===== config.mk =====
export PLATFORM = sky130hd
export DESIGN_NAME = pc_sequencer_flat
export DESIGN_NICKNAME = d
export VERILOG_FILES = /design/src/rtl/pc_sequencer_if.sv /design/src/rtl/pc_sequencer.sv /design/src/flat_wrapper.sv
export SDC_FILE = /design/constraint.sdc
export NUM_CORES = 1
export LEC_CHECK = 0
export ABC_AREA = 1
export BUFFER_PORTS_ARGS = -buffer_cell sky130_fd_sc_hd__buf_2
export CAP_MARGIN = 20
export CORE_UTILIZATION = 36
export CTS_CLUSTER_SIZE = 14
export DETAILED_ROUTE_END_ITERATION = 7
export PLACE_DENSITY = 0.61
export SYNTH_ARGS = -nofsm -noshare
export SYNTH_HDL_FRONTEND = slang
export SYNTH_SLANG_ARGS = --single-unit

===== constraint.sdc =====
create_clock -name clk -period 1.73 [get_ports clk]
set_input_delay 0.173 -clock clk [delete_from_list [all_inputs] [get_ports clk]]
set_output_delay 0.173 -clock clk [all_outputs]
set_load 0.05 [all_outputs]

===== src/rtl/pc_sequencer_if.sv =====
// Request/response bundle between a control source and the PC sequencer.
// The master side issues control requests; the slave side (the sequencer)
// returns the ready handshake, the PC slot pulses and the error status.
interface pc_sequencer_if #(
  parameter int PC_W = 9
);
  logic            req_valid;
  logic            req_ready;
  logic [2:0]      req_op;
  logic [PC_W-1:0] req_target;
  logic            zero_flag;
  logic            pc_inc;
  logic            pc_ref_inc;
  logic            pc_ref_dec;
  logic            pc_set;
  logic [PC_W-1:0] pc_set_value;
  logic [2:0]      depth;
  logic            err;
  logic [1:0]      err_code;

  modport master (
    output req_valid, req_op, req_target, zero_flag,
    input  req_ready, pc_inc, pc_ref_inc, pc_ref_dec, pc_set, pc_set_value,
           depth, err, err_code
  );

  modport slave (
    input  req_valid, req_op, req_target, zero_flag,
    output req_ready, pc_inc, pc_ref_inc, pc_ref_dec, pc_set, pc_set_value,
           depth, err, err_code
  );
endinterface


===== src/rtl/pc_sequencer.sv =====
// Program-counter sequencer: turns NEXT/JMP/JZ/CALL/RET requests into
// one-cycle pulses that drive an external multi-slot PC (return stack).
// A CALL is a three-pulse sequence (increment the current slot, push to the
// next slot, load the target). All outputs are registered. Stack overflow,
// underflow and illegal opcodes are swallowed and latched into a sticky
// error flag that records only the first fault.
module pc_sequencer #(
  parameter int PC_W      = 9,
  parameter int MAX_DEPTH = 7
) (
  input logic            clk,
  input logic            rst_n,
  pc_sequencer_if.slave  bus
);

  typedef enum logic [1:0] {
    IDLE      = 2'd0,
    CALL_INC  = 2'd1,
    CALL_PUSH = 2'd2,
    CALL_SET  = 2'd3
  } state_t;

  localparam logic [2:0] OP_NEXT = 3'b000;
  localparam logic [2:0] OP_JMP  = 3'b001;
  localparam logic [2:0] OP_JZ   = 3'b010;
  localparam logic [2:0] OP_CALL = 3'b011;
  localparam logic [2:0] OP_RET  = 3'b100;

  localparam logic [1:0] ERR_OVF = 2'b01;
  localparam logic [1:0] ERR_UNF = 2'b10;
  localparam logic [1:0] ERR_ILL = 2'b11;

  localparam logic [2:0] MAX_D = 3'(MAX_DEPTH);

  state_t          state_r, state_next_s;
  logic            ready_r;
  logic            pc_inc_r, pc_ref_inc_r, pc_ref_dec_r, pc_set_r;
  logic [PC_W-1:0] pc_set_value_r;
  logic [2:0]      depth_r;
  logic            err_r;
  logic [1:0]      err_code_r;
  logic [PC_W-1:0] target_r;

  logic            accept_s;
  logic            inc_s, ref_inc_s, ref_dec_s, set_s;
  logic [PC_W-1:0] set_value_s;
  logic [2:0]      depth_next_s;
  logic [PC_W-1:0] target_next_s;
  logic            err_hit_s;
  logic [1:0]      err_kind_s;

  assign accept_s = bus.req_valid & ready_r;

  // Next-state and next-pulse decode; the final CALL_SET cycle accepts a new
  // request exactly like IDLE so back-to-back requests lose no cycle.
  always_comb begin
    state_next_s  = state_r;
    inc_s         = 1'b0;
    ref_inc_s     = 1'b0;
    ref_dec_s     = 1'b0;
    set_s         = 1'b0;
    set_value_s   = pc_set_value_r;
    depth_next_s  = depth_r;
    target_next_s = target_r;
    err_hit_s     = 1'b0;
    err_kind_s    = 2'b00;
    case (state_r)
      IDLE, CALL_SET: begin
        state_next_s = IDLE;
        if (accept_s) begin
          case (bus.req_op)
            OP_NEXT: inc_s = 1'b1;
            OP_JMP: begin
              set_s       = 1'b1;
              set_value_s = bus.req_target;
            end
            OP_JZ: begin
              if (bus.zero_flag) begin
                set_s       = 1'b1;
                set_value_s = bus.req_target;
              end else begin
                inc_s = 1'b1;
              end
            end
            OP_CALL: begin
              if (depth_r < MAX_D) begin
                inc_s         = 1'b1;
                target_next_s = bus.req_target;
                state_next_s  = CALL_INC;
              end else begin
                err_hit_s  = 1'b1;
                err_kind_s = ERR_OVF;
              end
            end
            OP_RET: begin
              if (depth_r != 3'd0) begin
                ref_dec_s    = 1'b1;
                depth_next_s = depth_r - 3'd1;
              end else begin
                err_hit_s  = 1'b1;
                err_kind_s = ERR_UNF;
              end
            end
            default: begin
              err_hit_s  = 1'b1;
              err_kind_s = ERR_ILL;
            end
          endcase
        end else begin
          state_next_s = IDLE;
        end
      end
      CALL_INC: begin
        ref_inc_s    = 1'b1;
        depth_next_s = depth_r + 3'd1;
        state_next_s = CALL_PUSH;
      end
      CALL_PUSH: begin
        set_s        = 1'b1;
        set_value_s  = target_r;
        state_next_s = CALL_SET;
      end
      default: state_next_s = IDLE;
    endcase
  end

  // State, pulse, depth and sticky-error registers.
  always_ff @(posedge clk or negedge rst_n) begin
    if (!rst_n) begin
      state_r        <= IDLE;
      ready_r        <= 1'b0;
      pc_inc_r       <= 1'b0;
      pc_ref_inc_r   <= 1'b0;
      pc_ref_dec_r   <= 1'b0;
      pc_set_r       <= 1'b0;
      pc_set_value_r <= '0;
      depth_r        <= 3'd0;
      err_r          <= 1'b0;
      err_code_r     <= 2'b00;
      target_r       <= '0;
    end else begin
      state_r        <= state_next_s;
      ready_r        <= (state_next_s == IDLE) || (state_next_s == CALL_SET);
      pc_inc_r       <= inc_s;
      pc_ref_inc_r   <= ref_inc_s;
      pc_ref_dec_r   <= ref_dec_s;
      pc_set_r       <= set_s;
      pc_set_value_r <= set_value_s;
      depth_r        <= depth_next_s;
      target_r       <= target_next_s;
      if (err_hit_s && !err_r) begin
        err_r      <= 1'b1;
        err_code_r <= err_kind_s;
      end else begin
        err_r      <= err_r;
        err_code_r <= err_code_r;
      end
    end
  end

  assign bus.req_ready    = ready_r;
  assign bus.pc_inc       = pc_inc_r;
  assign bus.pc_ref_inc   = pc_ref_inc_r;
  assign bus.pc_ref_dec   = pc_ref_dec_r;
  assign bus.pc_set       = pc_set_r;
  assign bus.pc_set_value = pc_set_value_r;
  assign bus.depth        = depth_r;
  assign bus.err          = err_r;
  assign bus.err_code     = err_code_r;

endmodule


===== src/flat_wrapper.sv =====
// flat-port wrapper written by rule: the top's interface ports become plain ports
module pc_sequencer_flat 
#(
  parameter int PC_W      = 9,
  parameter int MAX_DEPTH = 7
)
  (clk, rst_n, bus_req_valid, bus_req_op, bus_req_target, bus_zero_flag, bus_req_ready, bus_pc_inc, bus_pc_ref_inc, bus_pc_ref_dec, bus_pc_set, bus_pc_set_value, bus_depth, bus_err, bus_err_code);
  pc_sequencer_if #(.PC_W(PC_W)) bus_i ();
  input logic clk;
  input logic rst_n;
  input wire logic [$bits(bus_i.req_valid)-1:0] bus_req_valid;
  input wire logic [$bits(bus_i.req_op)-1:0] bus_req_op;
  input wire logic [$bits(bus_i.req_target)-1:0] bus_req_target;
  input wire logic [$bits(bus_i.zero_flag)-1:0] bus_zero_flag;
  output wire logic [$bits(bus_i.req_ready)-1:0] bus_req_ready;
  output wire logic [$bits(bus_i.pc_inc)-1:0] bus_pc_inc;
  output wire logic [$bits(bus_i.pc_ref_inc)-1:0] bus_pc_ref_inc;
  output wire logic [$bits(bus_i.pc_ref_dec)-1:0] bus_pc_ref_dec;
  output wire logic [$bits(bus_i.pc_set)-1:0] bus_pc_set;
  output wire logic [$bits(bus_i.pc_set_value)-1:0] bus_pc_set_value;
  output wire logic [$bits(bus_i.depth)-1:0] bus_depth;
  output wire logic [$bits(bus_i.err)-1:0] bus_err;
  output wire logic [$bits(bus_i.err_code)-1:0] bus_err_code;
  assign bus_i.req_valid = bus_req_valid;
  assign bus_i.req_op = bus_req_op;
  assign bus_i.req_target = bus_req_target;
  assign bus_i.zero_flag = bus_zero_flag;
  assign bus_req_ready = bus_i.req_ready;
  assign bus_pc_inc = bus_i.pc_inc;
  assign bus_pc_ref_inc = bus_i.pc_ref_inc;
  assign bus_pc_ref_dec = bus_i.pc_ref_dec;
  assign bus_pc_set = bus_i.pc_set;
  assign bus_pc_set_value = bus_i.pc_set_value;
  assign bus_depth = bus_i.depth;
  assign bus_err = bus_i.err;
  assign bus_err_code = bus_i.err_code;
  pc_sequencer #(.PC_W(PC_W), .MAX_DEPTH(MAX_DEPTH)) u_core (.clk(clk), .rst_n(rst_n), .bus(bus_i));
endmodule

# [Yosys cells after proc, flatten, opt, wreduce, memory -nomap -nowiden]
# Cells that the tools add are included.
[word_totals] regBits=31 in_bits=16 word_cells=78
[classes] mux=36 magnitude_cmp=1 n_addsub=2 eq_ne=13 bitwise=1 n_reduce_logical=14
[op_table] cell="case mux 9 bit (2 select lines)" count=2
[op_table] cell="2-to-1 mux 9 bit" count=2
[op_table] cell="2-to-1 mux 1 bit" count=17
[op_table] cell="case mux 2 bit (3 select lines)" count=2
[op_table] cell="AND reduction 4 bit" count=3
[op_table] cell="2-to-1 mux 2 bit" count=5
[op_table] cell="2-to-1 mux 3 bit" count=3
[op_table] cell="equality test 2 bit (second input constant)" count=3
[op_table] cell="equality test 3 x 2 -> 1 bit (second input constant)" count=2
[op_table] cell="inequality test 3 bit (second input constant)" count=2
[op_table] cell="case mux 1 bit (3 select lines)" count=2
[op_table] cell="case mux 3 bit (2 select lines)" count=1
[op_table] cell="logical NOT 2 bit" count=2
[op_table] cell="inequality test 2 x 1 -> 1 bit (second input constant)" count=2
[op_table] cell="case mux 1 bit (2 select lines)" count=2
[op_table] cell="nonzero test 2 bit" count=2
[op_table] cell="adder 3 x 1 -> 3 bit (second input constant)" count=1
[op_table] cell="equality test 3 x 1 -> 1 bit (second input constant)" count=1
[op_table] cell="equality test 3 bit (second input constant)" count=1
[op_table] cell="logical NOT 3 bit" count=1
[op_table] cell="less-than comparator 3 bit (second input constant)" count=1
[op_table] cell="nonzero test 3 bit" count=1
[op_table] cell="OR reduction 3 bit" count=1
[op_table] cell="subtractor 3 x 1 -> 3 bit (second input constant)" count=1
[op_table] cell="7 further kinds" count=7

# [Logic depth before layout (Yosys ltp)]
# Gate-level depths: netlist of the first run.
[depth] depth_word=7 mapped_depth=8 depth_no_buf=8

# [Worst setup path after synthesis of the first run]
# No wires, ideal clock.
[synth_timing] path_kind="register -> register" start="register u_core.ready_r, in the netlist u_core.bus.req_ready" end="register u_core.target_r[0]" setup_time_ps=117 required_ps=1613 period_less_slack_ps=1479 path_stages_with_launch=7 setup_slack_ps=251 arrival_ps=1362 cell_sequence="dfrtp_1 > nand3_2 > nor2_8 > inv_4 > buf_6 > nand2_2 > o21ai_2"
[synth_via] elab_chain_cells=2
[synth_rtl] element="start: declaration" line="pc_sequencer.sv:36" rtl="logic ready_r;"
[synth_rtl] element="start signal: assignment" line="pc_sequencer.sv:143" rtl="ready_r <= (state_next_s == IDLE) || (state_next_s == CALL_SET);"
[synth_rtl] element="AND 1 bit" line="pc_sequencer.sv:52" rtl="assign accept_s = bus.req_valid & ready_r;"
[synth_rtl] element="AND reduction 4 bit (no source line)"
[synth_rtl] element="end signal: assignment" line="pc_sequencer.sv:150" rtl="target_r <= target_next_s;"
[synth_rtl] element="end: declaration" line="pc_sequencer.sv:42" rtl="logic [PC_W-1:0] target_r;"
# No other way between the ends.
# A chain may end at the register's enable or synchronous reset.

# [Worst setup path in the final report of the first run]
[layout_timing] start="register u_core.state_r[0]" end="register u_core.pc_set_value_r[2], in the netlist u_core.bus.pc_set_value[2]"
[layout_via] elab_chain_cells=4 elab_cells_between_ends=10
[layout_rtl] element="start: declaration" line="pc_sequencer.sv:35" rtl="state_t state_r, state_next_s;"
[layout_rtl] element="start signal: assignment" line="pc_sequencer.sv:142" rtl="state_r <= state_next_s;"
[layout_rtl] element="equality test 2 bit or logical NOT 2 bit (tied branches)" line="pc_sequencer.sv:67" rtl="case (state_r)"
[layout_rtl] element="OR reduction 2 bit" line="pc_sequencer.sv:67"
[layout_rtl] element="inequality test 3 bit (no source line), or another cell as far along"
[layout_rtl] element="AND reduction 4 bit (no source line)"
[layout_rtl] element="end signal: assignment" line="pc_sequencer.sv:148" rtl="pc_set_value_r <= set_value_s;"
[layout_rtl] element="end: declaration" line="pc_sequencer.sv:38" rtl="logic [PC_W-1:0] pc_set_value_r;"
# Parallel ways exist; a longest one is shown, timed or not.

==> key figures, run 1 <==
Logic synthesis
  • Synth Area in Compound Gates: 9.667%
  • Simple-Gate Fraction of Synth Area: 26.00%
  • Post-synth ARST share: 100.0%
  • YS warnings: 0
  • Cell taking the most area after synthesis: dfrtp_1
  • Post-synth EDFFs: 0
  • Syn Inst Count: 179
  • Syn Nets: 198
  • Largest family of logic cells by synthesized area: simple AND/OR/NAND/NOR gates
  • Most common cell in the netlist: nand2_1
  • Mux contribution to synthesized area: 0%
  • Cell Area, Synth: 0.001501 mm^2
  • Post-Synth Adder-Cell Area: 3.000%
  • Proportion of netlist area held by the largest area contributor: 51.67%
  • Seq/Total Area, Yosys: 51.67%
  • Syn avg cell area: 8.388 um^2
  • Commonest cells post-synth: nand2_1, dfrtp_1, inv_1
  • Synth Register Bits: 31
  • Commonest register cell after synthesis: dfrtp_1
  • Xor-xnor portion of the synthesized cell area: 1.167%
  • Synth cell types: 25
  • Top cells by area, synth: dfrtp_1, nand2_1, nand3_1

Routing
  • DRC errors left: 0
  • DR WL/cell: 11.25 um
  • Antenna Nets Post-Route: 0
  • Drt pass-1 iters: 6
  • DR vias: 1,248
  • Vias per cell: 4.588
  • Total wire length: 3061 um
  • DRT iter0 DRCs: 65

Floorplanning
  • Die area: 0.004433 mm^2
  • Die Y: 66.58 um
  • Horiz. Die Dim: 66.58 um
  • Starting density of the core: 37.54%
  • Row Count: 23
  • Ports: 36
  • Core ar.: 0.004000 mm^2

Timing
  • Final setup TNS: 0 ns
  • Crit share post-route: 89.26%
  • Slew @ Worst Pin: 0.6869 ns
  • Max Freq: 647.6 MHz
  • Final WS setup: 0.1859 ns
  • RSZ-0062 raised after global routing: no
  • Clock Skew: 0.006997 ns
  • Headroom to the max-slew limit: 54.21%
  • Final hold violations: 0
  • Final Slew Violations: 0
  • Final min period: 1.544 ns
  • Total setup violations reported at the end of the flow: 0

Clock tree
  • Clock Latency Late Sink: 0.28 ns
  • Clk sinks: 31
  • H-tree levels: 2
  • Reg clk slew, reported paths: 0.07 ns
  • CTS buffer count: 5
  • CTS tree: done
  • Clock Path Buffers: 2
  • CTS root buf: clkbuf_8

GRT
  • Antenna violations before repair: 0
  • Vias in the first global route: 1,244
  • Largest net degree at the start of global routing: 32
  • Remaining global-route overflow: 0
  • Global Route Usage Sum: 17.03%
  • Global-route wire length before repair: 5582 um

Critical path
  • Crit path kind: reg2reg
  • Crit start category: flop
  • Worst R2R Setup Slack: 0.19 ns
  • CP Data Arrival Time: 1.72 ns
  • R2r startpoint: u_core.state_r[0]
  • Crit. path cell count: 8
  • Worst Reg-to-Reg Cells: 8
  • CP startpoint: u_core.state_r[0]
  • Most used cell along the critical path: nand3_1
  • Cell Chain, Critical Path: inv_1 -> ha_1 -> nand3_2 -> inv_2 -> nand3_1 -> buf_4 -> nand3_1 -> nand2_1
  • Critical Path Sink Type: flop
  • Max stage delay on crit path: 0.34 ns
  • End point of the critical path: u_core.bus.pc_set_value[2]
  • CP bufs+invs: 3
  • Worst path slowest cell: dfrtp_1
  • Required @ worst endpoint: 1.90 ns
  • Top delay family on crit path: simple AND/OR/NAND/NOR gates
  • Worst-path maximum fanout: 10
  • Reg2reg end: u_core.bus.pc_set_value[2]

Placed design
  • Buffers on Ports: 35
  • Detailed placement HPWL: 2185 um
  • Placer Congestion: 0.8329
  • Place WS: 0.1042 ns

Pwr
  • Power density over cell area: 1912 mW/mm^2
  • Lkg Pwr: 1.056 nW
  • Max IR drop VDD: 0.001271 V

Run
  • Max-cap violations: 0

Final layout
  • Antenna diode count: 0
  • Nets: 240
  • Layout area overhead: 23.50%
  • Share of cells above drive strength 1: 28.83%

Min path
  • Worst hold path type: in2reg

Outcome
  • Status: finished clean
==> through the flow <==
stage	cell area (um^2)	util (%)	hold WS [ns]	power (W)	instances
finish	1854	46.36	0.1183	0.003545	272
global placement	1738	43.45	0.2615	0.002915	263
CTS	1852	46.29	0.1079	0.003600	272
floorplan	1501	-	-0.1226	0.002505	179
global route	1854	46.36	0.1229	0.003825	272
detailed placement	1738	43.45	0.2682	0.002942	263
==> how the worst min path moves through the flow <==
stage | start | end | cells after the start
after floorplan | rst_n | u_core.bus.depth[0] | 0
after global placement | rst_n | u_core.bus.depth[1] | 1
after detailed placement | rst_n | u_core.bus.depth[0] | 1
after CTS | bus_req_target[6] | u_core.target_r[6] | 3
after global routing | bus_req_target[6] | u_core.target_r[6] | 3
final | bus_req_target[6] | u_core.target_r[6] | 3
==> cell usage in the layout (no fill, tap or decap) <==
master	instances
buf_2	35
nand2_2	5
dlygate4sd3_1	1
o21ai_0	10
clkbuf_8	7
nor2_8	1
nand3_2	1
o21ai_2	6
nand3_1	19
clkinvlp_4	1
a21oi_1	1
o21ai_1	6
inv_1	23
dfrtp_1	31
nand2_1	57
nor2_1	3
buf_4	3
xor2_1	1
nor2_2	1
nor3_1	1
inv_4	1
ha_1	2
a211oi_1	1
xnor2_1	1
fa_1	1
inv_2	3
==> what timing repair did <==
action | 4_1_cts | 5_1_grt
setup buffers | 0 | 0
hold buffers | 1 | 0
hold endpoints to repair | 31 | 0
resized for setup | 0 | 1
setup endpoints to repair | 0 | 6
==> power by group <==
group,internal [W],switching (W)
Combinational,0.000504,0.00123
Clock,0.000362,0.000272
Sequential,0.00101,0.000169
==> layout make-up <==
type                            count  area [um^2]
Inverter                           27        103.9
Multi-Input combinational cell    117        600.6
Fill cell                         411         2146
Clock buffer                        7        96.34
Timing Repair Buffer               39        207.7
Tap cell                           50        62.56
Clock inverter                      1        7.507
Sequential cell                    31        775.7
==> kinds of logic (layout without fill, tap and decap cells) <==
family | after synthesis | count (layout)
AOI/OAI and AO/OA | 24 | 24
xor gates and xnor gates | 2 | 2
adders and majority gates | 3 | 3
buffers and inverters | 31 | 74
DFF | 31 | 31
and+or+nand+nor | 88 | 88
==> worst register-to-register path, delay by kind of cell, from the launching register on <==
kind	cells	cell delay [ns]
simple gates	4	0.42
buf+inv	3	0.33
flops	1	0.34
fa+ha+maj	1	0.34
==> sequential cells by signal (all words and copies together) (netlist names), 2 cells and up <==
name and cells:
u_core.state_r 2, u_core.target_r 9, u_core.bus.depth 3, u_core.bus.err_code 2, u_core.bus.pc_set_value 9
==> per-layer routing <==
| layer | global-route usage (%) | wire length [um] | vias to the layer above |
|---|---|---|---|
| met2 | 27.15 | 1355 | 36 |
| met4 | 7.979 | 59 | 0 |
| li1 | - | - | 641 |
| met5 | 0 | 0 | - |
| met3 | 4.110 | 163 | 7 |
| met1 | 21.51 | 1482 | 564 |
Power figures use the tool's default switching activity.
==> inputs of run 2 (changes only) <==
- clock period: 1.73 -> 1.8 ns (I/O delays scaled with it)
==> run 2 against run 1 <==
Core utilization stayed put. Setup slack better by 0.051 ns. First-iteration DRC count shrank 4.6%. Power shrank 4.0%. Register-to-register slack improved by 0.05 ns. Clock power shrank 4.1%. Sequential share of layout area did not move. Routed wire length fell by 1.3%. Hold slack improved by 0.0084 ns. Sequential power shrank 3%. Critical endpoint is now u_core.bus.pc_set_value[4].
==> key figures, run 2 (synthesis gave the netlist of run 1 again) <==
Outcome
  • Status: finished clean

Critical path
  • Critical Path Sink Type: flop
  • CP Data Arrival Time: 1.74 ns
  • Crit path kind: reg2reg
  • Worst-path maximum fanout: 10
  • Crit start category: flop
  • Required @ worst endpoint: 1.97 ns

Final layout
  • Share of cells above drive strength 1: 28.83%
  • Layout area overhead: 23.50%
  • Nets: 240
  • Commonest non-fill, non-tap cell in the layout: nand2_1
  • Commonest non-fill, non-tap cells in the layout: nand2_1, buf_2, dfrtp_1
  • Fillers: 403
  • Antenna diode count: 0

Routing
  • DRC errors left: 0
  • Antenna Nets Post-Route: 0
  • DRT iter0 DRCs: 62
  • Drt pass-1 iters: 4
  • DR WL/cell: 11.11 um
  • Total wire length: 3021 um
  • DR vias: 1,236
  • Vias per cell: 4.544

Timing
  • Total setup violations reported at the end of the flow: 0
  • Slew @ Worst Pin: 0.6829 ns
  • Final hold slack: 0.1267 ns
  • Crit share post-route: 86.85%
  • Final Slew Violations: 0
  • Clock Skew: 0.005546 ns
  • RSZ-0062 raised after global routing: no
  • Max Freq: 639.7 MHz
  • Final hold violations: 0
  • Final min period: 1.563 ns
  • Headroom to the max-slew limit: 54.47%
  • Final setup TNS: 0 ns

Run
  • Max-cap violations: 0

Pwr
  • Power density over cell area: 1835 mW/mm^2
  • Net load switching power: 0.001602 W
  • Lkg Pwr: 1.056 nW
  • Clock power frac: 17.8%
  • Sequential fraction of design power: 33.5%
  • Max IR drop VDD: 0.0009342 V
  • Logic pwr share: 48.7%
  • Sw Share: 47.08%
  • Int Pwr: 0.001800 W

Floorplanning
  • Horiz. Die Dim: 66.58 um
  • Core ar.: 0.004000 mm^2
  • Die area: 0.004433 mm^2
  • Die Y: 66.58 um
  • Ports: 36
  • Row Count: 23
  • Starting density of the core: 37.54%

Placed design
  • Detailed placement HPWL: 2166 um
  • Buffers on Ports: 35
  • Placer Congestion: 0.7492

Clock tree
  • Clock Path Buffers: 2
  • Clock Latency Late Sink: 0.28 ns
  • Clk sinks: 31
  • Postcts setup bufs: 0
  • H-tree levels: 2
  • CTS tree: done
  • CTS root buf: clkbuf_8
  • Reg clk slew, reported paths: 0.07 ns
  • CTS buffer count: 5

GRT
  • Global Route Usage Sum: 16.80%
  • Remaining global-route overflow: 0
  • Antenna violations before repair: 0
  • Largest net degree at the start of global routing: 32
  • Global-route wire length before repair: 5451 um
  • Vias in the first global route: 1,217

Min path
  • Worst hold path type: in2reg
==> run 2: cell counts in the layout (fill, tap and decap cells not counted) <==
Identical to the previous run, type by type.
==> run 2: timing repair <==
action,in CTS,in global routing
endpoints found under the setup margin,0,3
hold buffers,1,0
endpoints found under the hold margin,31,0
gates resized for setup,0,1
==> run 2: power by group through the flow <==
stage	clock [W]	sequential, W	combinational, W
CTS	0.000625	0.00114	0.00167
global placement	0	0.00115	0.00165
detailed placement	0	0.00115	0.00167
floorplan	0	0.00165	0.000755
finish	0.000607	0.00114	0.00166
global route	0.000656	0.00118	0.00184
==> run 2: path summary, 6_finish.rpt <==
| kind | from | slack (ns) | endpoint | cells after the start |
|---|---|---|---|---|
| max reg2reg | u_core.state_r[0] | 0.24 | u_core.bus.pc_set_value[4] | 8 |
| max in group asynchronous | rst_n | 0.88 | u_core.bus.req_ready | 2 |
| min | bus_req_target[4] | 0.13 | u_core.target_r[4] | 3 |
| min reg2reg | u_core.bus.err_code[1] | 0.47 | u_core.bus.err_code[1] | 2 |
| min in group asynchronous | rst_n | 0.48 | u_core.bus.depth[1] | 2 |
| max | u_core.state_r[0] | 0.24 | u_core.bus.pc_set_value[4] | 8 |
==> run 2: final cells by class <==
| type | instances | area [um^2] | area share [%] |
|---|---|---|---|
| sequential | 31 | 775.7 | 41.84 |
| multi-input combinational | 117 | 600.6 | 32.39 |
| timing repair buffer | 39 | 207.7 | 11.20 |
| clock buffer | 7 | 96.34 | 5.196 |
| inverter | 27 | 103.9 | 5.601 |
| tap | 50 | 62.56 | 3.374 |
| clock inverter | 1 | 7.507 | 0.4049 |
==> run 2: per-stage QoR <==
stage	cell area, um^2	power, W	instances	worst slack (ns)	utilization, %
6_report	1854	0.003402	272	0.2366	46.36
5_1_grt	1854	0.003680	272	0.08122	46.36
4_1_cts	1852	0.003441	272	0.1532	46.29
3_5_place_dp	1738	0.002818	263	0.1733	43.45
3_3_place_gp	1738	0.002793	263	0.2266	43.45
2_1_floorplan	1501	0.002407	179	0.3209	-
==> run 2: metal layers <==
layer	GRT usage, %	routed length, um
met5	0	0
met4	8.777	70
met3	4.281	161
met2	26.89	1360
met1	20.60	1428
==> run 2: worst max-delay path, stage by stage (launching register included) <==
cell and delay (ns):
dfrtp_1 0.35, inv_1 0.05, ha_1 0.34, nand3_2 0.18
inv_2 0.10, nand3_1 0.11, buf_4 0.19, nand3_1 0.07
nand2_1 0.06
==> inputs of run 3 (changes only) <==
- CTS_CLUSTER_SIZE: 14 -> default
- RECOVER_POWER: default -> 50
==> run 3 against run 2 <==
Cell count unchanged. Sequential power about the same. Register-to-register slack improved by 0.02 ns. Clock skew about the same. Non-clock buffer count unchanged. Global-route usage unchanged. Combinational power about the same. Critical path depth unchanged. Maximum frequency increased by 1.3%. Clock power about the same. Critical endpoint unchanged. Largest cell class unchanged.
==> key figures, run 3 (synthesis gave the netlist of run 1 again) <==
GRT
  • Largest net degree at the start of global routing: 32
  • Global-route wire length before repair: 5451 um
  • Antenna violations before repair: 0
  • Vias in the first global route: 1,217
  • Gr busiest metal: met2
  • M1 GR Usage: 20.60%
  • Global Route Usage Sum: 16.80%
  • Met3 Use GR: 4.281%
  • Remaining global-route overflow: 0
  • Met2 usage: 26.89%

Clock tree
  • Clock Path Buffers: 2
  • H-tree levels: 2
  • Clk sinks: 31
  • Reg clk slew, reported paths: 0.07 ns
  • CTS buffer count: 5
  • CTS tree: done
  • CTS root buf: clkbuf_8
  • Clock Latency Late Sink: 0.28 ns

Floorplanning
  • Row Count: 23
  • Die Y: 66.58 um
  • Starting density of the core: 37.54%
  • Core ar.: 0.004000 mm^2
  • Horiz. Die Dim: 66.58 um
  • Die area: 0.004433 mm^2
  • Ports: 36

Critical path
  • Critical Path Sink Type: flop
  • Most used cell along the critical path: nand3_1
  • Worst-path maximum fanout: 10
  • Worst R2R Setup Slack: 0.26 ns
  • Required @ worst endpoint: 1.97 ns
  • Max stage delay on crit path: 0.35 ns
  • Worst path slowest cell: dfrtp_1
  • Cell Chain, Critical Path: inv_1 -> ha_1 -> nand3_2 -> inv_2 -> nand3_1 -> buf_4 -> nand3_1 -> nand2_1
  • Crit start category: flop
  • Crit path kind: reg2reg
  • CP Data Arrival Time: 1.72 ns

Final layout
  • Nets: 240
  • Fillers: 408
  • Multi-input gate area: 600.6 um^2
  • Antenna diode count: 0
  • Sequential cell area: 775.7 um^2
  • Share of cells above drive strength 1: 24.77%
  • Commonest non-fill, non-tap cells in the layout: nand2_1, dfrtp_1, buf_2
  • Commonest non-fill, non-tap cell in the layout: nand2_1
  • Layout area overhead: 22.83%

Timing
  • Slew @ Worst Pin: 0.7610 ns
  • Clock Skew: 0.005523 ns
  • RSZ-0062 raised after global routing: no
  • Crit share post-route: 85.70%
  • Final hold violations: 0
  • Headroom to the max-slew limit: 49.27%
  • Final setup TNS: 0 ns
  • Final min period: 1.543 ns
  • Total setup violations reported at the end of the flow: 0
  • Max Freq: 648.2 MHz
  • Final Slew Violations: 0

Routing
  • DR vias: 1,233
  • DR WL/cell: 11.16 um
  • DRT iter0 DRCs: 62
  • Drt pass-1 iters: 4
  • DRC errors left: 0
  • Vias per cell: 4.533
  • Antenna Nets Post-Route: 0
  • Total wire length: 3036 um

Placed design
  • Placer Congestion: 0.7492
  • Buffers on Ports: 35
  • Detailed placement HPWL: 2166 um

Pwr
  • Lkg Pwr: 1.026 nW
  • Max IR drop VDD: 0.0009336 V
  • Total power draw: 0.003387 W
  • Power density over cell area: 1836 mW/mm^2

Min path
  • Worst hold path type: in2reg

Run
  • Max-cap violations: 0

Outcome
  • Status: finished clean
## run 3: final timing paths
kind	start	endpoint	depth (start not counted)
worst max-delay path	u_core.state_r[0]	u_core.bus.pc_set_value[4]	8
worst min-delay path	bus_req_target[4]	u_core.target_r[4]	3
worst max register to register	u_core.state_r[0]	u_core.bus.pc_set_value[4]	8
worst min register to register	u_core.bus.err_code[1]	u_core.bus.err_code[1]	2
max in group asynchronous	rst_n	u_core.bus.req_ready	2
min in group asynchronous	rst_n	u_core.bus.depth[1]	2
## run 3: power breakdown
group	leakage (nW)	switching [W]	internal [W]	total [W]
logic	0.588	0.00117	0.000466	0.00164
clock network	0.0505	0.000259	0.000347	0.000606
registers	0.387	0.000167	0.000973	0.00114
## run 3: metrics by stage
| stage | instances | setup slack, ns | utilization, % | hold slack [ns] | area [um^2] |
|---|---|---|---|---|---|
| global route | 272 | 0.1016 | 46.11 | 0.1419 | 1844 |
| finish | 272 | 0.2574 | 46.11 | 0.1268 | 1844 |
| CTS | 272 | 0.1532 | 46.29 | 0.1199 | 1852 |
| detailed placement | 263 | 0.1733 | 43.45 | 0.2701 | 1738 |
| floorplan | 179 | 0.3209 | - | -0.1156 | 1501 |
| global placement | 263 | 0.2266 | 43.45 | 0.2683 | 1738 |
## run 3: area by class of cell
class,instances,area share [%]
sequential,31,42.06
multi-input combinational,117,32.56
timing repair buffer,39,10.72
inverter,27,5.631
clock buffer,7,5.224
tap,50,3.392
clock inverter,1,0.4071
## run 3: timing repair
item	in CTS	in global routing
hold buffers	1	0
gates resized for setup	0	1
setup buffers	0	0
endpoints found under the hold margin	31	0
setup endpoints to repair	0	3
## run 3: critical path: cells and delay by family, from the launching register on
kind / cells / cell delay [ns]
AND/OR/NAND/NOR: 4 / 0.41
adder cells (fa/ha/maj): 1 / 0.33
buffers and inverters: 3 / 0.34
flip-flops: 1 / 0.35
## run 3: routing by layer
metal | vias to the layer above | wire, um | share of wire [%]
li1 | 646 | - | -
met1 | 547 | 1448 | 48
met2 | 32 | 1353 | 45
met3 | 8 | 164 | 5.4
met4 | 0 | 70 | 2.3
met5 | - | 0 | 0
